[src/rtl/return_stack.sv]
// Return-address stack feeding the PC mux; top is combinational from registered state.
// Define RSTACK_CIRCULAR_EN to make a push on a full stack overwrite the oldest entry.
module return_stack #(
  parameter int DEPTH = 8,
  parameter int WIDTH = 10
) (
  input  logic                     clk,
  input  logic                     reset,
  input  logic                     push,
  input  logic                     pop,
  input  logic [WIDTH-1:0]         din,
  input  logic                     clr_err,
  output logic [WIDTH-1:0]         top,
  output logic [$clog2(DEPTH):0]   count,
  output logic                     empty,
  output logic                     full,
  output logic                     ovf,
  output logic                     unf
);

  localparam int AW = $clog2(DEPTH);

  logic [WIDTH-1:0] mem [DEPTH];
  logic [AW-1:0]    sp;
  logic [AW-1:0]    sp_inc;
  logic [AW-1:0]    sp_dec;
  logic             we;
  logic [AW-1:0]    waddr;

  assign sp_inc = sp + AW'(1);
  assign sp_dec = sp - AW'(1);
  assign empty  = (count == '0);
  assign full   = (count == (AW+1)'(DEPTH));
  assign top    = empty ? '0 : mem[sp_dec];

  // Push+pop on a non-empty stack rewrites the top in place; every other push targets sp.
  always_comb begin
    we    = 1'b0;
    waddr = sp;
    if (!reset && push) begin
      if (pop && !empty) begin
        we    = 1'b1;
        waddr = sp_dec;
      end else if (!full) begin
        we = 1'b1;
      end else begin
`ifdef RSTACK_CIRCULAR_EN
        we = 1'b1;
`else
        we = 1'b0;
`endif
      end
    end
  end

  always_ff @(posedge clk) begin
    if (we) mem[waddr] <= din;
  end

  // clr_err is applied first so a same-cycle set condition wins.
  always_ff @(posedge clk) begin
    if (reset) begin
      sp    <= '0;
      count <= '0;
      ovf   <= 1'b0;
      unf   <= 1'b0;
    end else begin
      if (clr_err) begin
        ovf <= 1'b0;
        unf <= 1'b0;
      end
      if (push && pop) begin
        if (empty) begin
          sp    <= sp_inc;
          count <= count + (AW+1)'(1);
          unf   <= 1'b1;
        end
      end else if (push) begin
        if (!full) begin
          sp    <= sp_inc;
          count <= count + (AW+1)'(1);
        end else begin
          ovf <= 1'b1;
`ifdef RSTACK_CIRCULAR_EN
          sp  <= sp_inc;
`endif
        end
      end else if (pop) begin
        if (!empty) begin
          sp    <= sp_dec;
          count <= count - (AW+1)'(1);
        end else begin
          unf <= 1'b1;
        end
      end
    end
  end

endmodule

[config.mk]
export PLATFORM = sky130hd
export DESIGN_NAME = return_stack
export DESIGN_NICKNAME = d
export VERILOG_FILES = /design/src/rtl/return_stack.sv
export SDC_FILE = /design/constraint.sdc
export NUM_CORES = 1
export LEC_CHECK = 0
export BUFFER_PORTS_ARGS = -buffer_cell sky130_fd_sc_hd__buf_2
export CAP_MARGIN = 20
export CORE_ASPECT_RATIO = 0.5
export CORE_MARGIN = 3
export CORE_UTILIZATION = 52
export DETAILED_ROUTE_END_ITERATION = 8
export GPL_ROUTABILITY_DRIVEN = 0
export HOLD_SLACK_MARGIN = 0.12
export PLACE_DENSITY = 0.71
export SYNTH_ARGS = -nofsm -noshare
export SYNTH_HDL_FRONTEND = slang
export SYNTH_SLANG_ARGS = --single-unit
[constraint.sdc]
create_clock -name clk -period 7.1 [get_ports clk]
set_input_delay 0.355 -clock clk [delete_from_list [all_inputs] [get_ports clk]]
set_output_delay 0.355 -clock clk [all_outputs]
set_load 0.05 [all_outputs]
## Yosys cells after proc, flatten, opt, wreduce, memory -nomap -nowiden

Memories as Yosys holds them, arrays and structs flattened.
Index checks and enable logic that the tools add are counted.
W data, S select, Z words.

| cells by class | value |
|---|---|
| $add $sub $neg | 4 |
| $mul | 0 |
| div/mod/pow operators | 0 |
| $lt $le $gt $ge | 0 |
| equality and inequality tests | 4 |
| shifts and indexed selects | 0 |
| multiplexer cells | 29 |
| bitwise operators | 0 |
| reduce and logical (&&, ||, !) cells | 8 |

Operator list:

| kind | number |
|---|---|
| $mux W3 | 8 |
| $mux W4 | 6 |
| $mux W1 | 14 |
| $mux W10 | 1 |
| $ne A3 B2 Y1 const B | 2 |
| $add A4 B1 Y4 const B | 1 |
| $eq A4 B4 Y1 const B | 1 |
| $logic_not A4 Y1 | 1 |
| $reduce_and A4 Y1 | 1 |
| $sub A4 B1 Y4 const B | 1 |
| $add A3 B1 Y3 const B | 1 |
| $logic_and A1 B1 Y1 | 3 |
| $reduce_bool A3 Y1 | 1 |
| $sub A3 B1 Y3 const B | 1 |
| $logic_not A1 Y1 | 2 |
| $ne A2 B2 Y1 const B | 1 |

| storage, ports and cells | value |
|---|---|
| flip-flop bits (word level) | 9 |
| bits in latches | 0 |
| memory bits (writable) | 80 |
| ROM bits | 0 |
| word-level logic and storage cells | 50 |
| memories kept | 1 |

Memory list:

| name | depth | bits a word | read ports | clocked after Yosys merged registers in | write ports | RTL line | source |
|---|---|---|---|---|---|---|---|
| mem | 8 | 10 | 1 | 0 | 1 | 23 | `logic [WIDTH-1:0] mem [DEPTH];` |

## Depth between registers and ports, before layout

| logic depth | value |
|---|---|
| depth after elaboration | 7 |
| mapped depth | 9 |

## Worst setup path before layout

OpenSTA, ideal clock, no wires.

| timing | value |
|---|---|
| kind | register to output |
| start point | register sp[0] |
| end point | output top[3] |
| arrival | 2.769 ns |
| required time | 6.745 ns |
| setup slack | 3.976 ns |
| cell stages (with the launch flop) | 10 |
| buffers on the path | 4 |
| cell sequence | dfxtp_1 > buf_2 > buf_2 > inv_1 > ha_1 > buf_2 > clkbuf_1 > mux4_2 > nand2_1 > a21oi_1 |

| on the way | value |
|---|---|
| longest elaborated chain between the ends | 3 |

RTL lines:

| item | RTL line | source |
|---|---|---|
| from (decl) | 24 | `logic [AW-1:0] sp;` |
| from (signal assigned) | 74 | `sp <= sp_inc;` |
| from (signal assigned) | 80 | `sp <= sp_inc;` |
| from (signal assigned) | 90 | `sp <= sp_dec;` |
| $sub A3 B1 Y3 | 31 | `assign sp_dec = sp - AW'(1);` |
| $mem_v2 Z8 W10 | - |  |
| $mux W10 | 34 | `assign top = empty ? '0 : mem[sp_dec];` |
| to (decl) | 13 | `output logic [WIDTH-1:0] top,` |

Every way passes these cells.

## Worst setup path in the final report

| timing | value |
|---|---|
| start point | register sp[0] |
| end point | memory mem[2][5] (enable) |

| on the way | value |
|---|---|
| longest elaborated chain between the ends | 3 |

RTL lines:

| item | RTL line | source |
|---|---|---|
| $sub A3 B1 Y3 | 31 |  |
| $mux W3 | 41 | `if (pop && !empty) begin` |
| $mux W3 (*) | 40 | `if (!reset && push) begin` |
| to (decl) | 23 |  |

Every way passes the cells marked *; elsewhere a longest branch is shown, timed or not.

==> results.tsv <==
stage	metric	value	unit
run_status	status	completed	
layout	n_diodes	0	
critical_path	CP Class	reg2reg	
floorplan	DIE AREA	8510	sq um
clocking	postcts setup bufs	0	
layout	nets	294	
floorplan	Ports	33	
critical_path	r2r setup slk	3.38	ns
detailed_routing	DRT antenna net count	0	
clocking	clk_lat worst skew	0.34	ns
critical_path	CP peak stage delay	0.78	ns
sta	skew final	0.00498	ns
detailed_routing	Pre-Repair DR Iteration Count	4	
yosys	area leader, netlist	edfxtp_1	
power_and_ir_drop	worst vdd ir	161	uV
placement	HPWL Detailed	4960	um
yosys	fraction of the yosys area taken by sequential cells	67.3	%
clocking	Clock Sinks	89	
sta	period utilisation layout	52.4	%
layout	Synth-to-Final Area Change	13.2	%
critical_path	Critical Path AT	3.68	ns
yosys	Netlist cell types	45	
sta	hold_ws	0.313	ns
global_routing	first-pass GRT wire length	12000	um
yosys	Syn Area/Cell	15.7	sq um
critical_path	Crit path required time	7.06	ns
hold_path	WHS Path Cells	1	
clocking	Clock Tree Buf Depth	2	
clocking	CTS root buf	clkbuf_16	
global_routing	initial antenna violation count	0	
global_routing	GRT Overall Usage	19.7	%
layout	multi-input combinational cell area	1140	sq um
sta	Final setup viols	0	
sta	Max Fclk	0.269	GHz
yosys	Syn Inst Count	245	
power_and_ir_drop	LEAKAGE	1.47	nW
job	maxcap violations	0	
yosys	commonest cells in the netlist	80 x edfxtp_1, 22 x nand2_1, 20 x mux4_2, 15 x a21oi_1, 12 x nor2_1	
detailed_routing	# DRC	0	
floorplan	row count	21	
power_and_ir_drop	Sw Pwr	651	uW
yosys	most frequent cell after synthesis	edfxtp_1	
yosys	#FFs+latches synth	89	
critical_path	worst-path cell chain	buf_4 > inv_1 > ha_1 > or4_1 > a31o_1 > nor2_1	
global_routing	global route overflow	0	
global_routing	largest net degree at the start of global routing	29	
global_routing	vias in the first global route	2192	
clocking	CTS hold repair buffers	0	
clocking	post-CTS resize count	0	
power_and_ir_drop	Power Density	399	nW/um^2
yosys	cell area after synthesis	3840	sq um
sta	Hold Fails Final Rpt	0	
power_and_ir_drop	Int Pwr	1.08	mW
sta	setup TNS	0	ns
critical_path	Startpoint Class	flop	
detailed_routing	final wirelength	7630	um
power_and_ir_drop	clock power share	26.7	%
clocking	clock slew at reported path FFs	0.06	ns
detailed_routing	drt via density	5.98	
detailed_routing	DR vias	2223	
clocking	CTS tree	done	
layout	fillers	507	
critical_path	Slowest cell on crit path	ha_1	
power_and_ir_drop	Tot Pwr	1.73	mW
sta	max-slew violations	0	
hold_path	Hold Crit Class	in2reg	
clocking	CTS Buf Count	9	
detailed_routing	wire per inst	20.5	um
layout	ratio of cells with drive above 1 in the final layout	26.8	%
layout	Sequential Area	2580	sq um
sta	Max-slew headroom	23.5	%
yosys	Synth top area share	62.6	%
power_and_ir_drop	Seq pwr share	36.4	%
floorplan	initial core utilization	55.5	%
yosys	main area contributors after synthesis	edfxtp_1 63%, mux4_2 12%, dfxtp_1 4.7%	
yosys	syn nets	264	
sta	Tightest Pin Transition	1.15	ns
yosys	yosys warns	0	
power_and_ir_drop	Comb power frac	36.9	%
sta	unrepaired setup endpoints after global routing	false	
critical_path	Register-to-Register Path Depth	6	
floorplan	core area	6910	sq um
floorplan	Die H	66.8	um
clocking	H-tree levels	3	
yosys	Synth async-reset ratio	0	%
placement	port bufs	32	
yosys	Post-synth EDFFs	80	
sta	post-route minimum period	3.72	ns
critical_path	Worst setup EP type	flop	
floorplan	Die X-Extent	128	um
critical_path	CP Max Fanout	28	
detailed_routing	drt initial violations	191	
yosys	Top FF cell, synth	edfxtp_1	
power_and_ir_drop	Switching Share	37.6	%
-- sequential cells by signal, indices dropped and copies added, names as in the netlist --
name,cells
count,4
ovf,1
unf,1
sp,3
mem,80
-- cells by family after synthesis --
group / synth area share [%]
simple gates: 7.82
flops: 67.3
buf+inv: 3.06
fa+ha+maj: 1.30
xor+xnor: 0.913
compound gates: 6.94
mux: 12.7
-- metal layers --
metal	up-vias	GRT usage (%)	routed length [um]
li1	1013	-	-
met1	1110	25.8	3250
met2	92	29.8	3560
met3	8	8.81	734
met4	0	6.42	87
met5	-	0	0
-- worst max-delay path, delay by kind of cell, from the launching register on --
family | cells | cell delay [ns]
compound gates | 1 | 0.26
fa+ha+maj | 1 | 0.78
buf+inv | 2 | 0.55
flops | 1 | 0.30
simple gates | 2 | 1.42
-- worst paths after layout --
check              start        end
setup / recovery   sp[0]  mem[2][5]
hold / removal    din[7]  mem[5][7]
setup reg to reg   sp[0]  mem[2][5]
hold reg to reg      ovf        ovf
-- stage by stage --
| step | cells | area (sq um) | utilization [%] | setup WS [ns] |
|---|---|---|---|---|
| 2_1_floorplan | 245 | 3840 | - | 3.98 |
| 3_3_place_gp | 355 | 4040 | 58.5 | 3.51 |
| 3_5_place_dp | 355 | 4040 | 58.5 | 3.37 |
| 4_1_cts | 371 | 4340 | 62.8 | 3.36 |
| 5_1_grt | 372 | 4340 | 62.9 | 3.15 |
| 6_report | 372 | 4340 | 62.9 | 3.38 |
-- cells in the final DEF, fill, tap and decap left out, types with 3 or more instances in the layout --
master      n
o21ai_0     4
a21oi_1    15
ha_1        4
nand2b_1    4
clkbuf_16   9
dfxtp_1     9
nor2b_1     4
edfxtp_1   80
xnor2_1     3
buf_2      32
mux4_2     20
nand2_1    22
nand3_1     3
nor2_1     12
nor3_1      9
inv_1       9
-- area by class of cell --
cell class,instances,area share (%)
Clock buffer,11,5.36
Clock inverter,5,1.44
Inverter,10,0.864
Multi-Input combinational cell,131,26.2
Sequential cell,89,59.4
Tap cell,92,2.65
Timing Repair Buffer,34,4.03
-- power by group through the flow --
stage | Sequential (mW) | Combinational, mW | Clock, mW
global route | 0.635 | 0.687 | 0.497
detailed placement | 0.642 | 0.632 | 0
floorplan | 0.659 | 0.474 | 0
CTS | 0.631 | 0.635 | 0.476
global placement | 0.640 | 0.621 | 0
finish | 0.631 | 0.639 | 0.463
No activity file was read; power rests on OpenSTA's default activity.
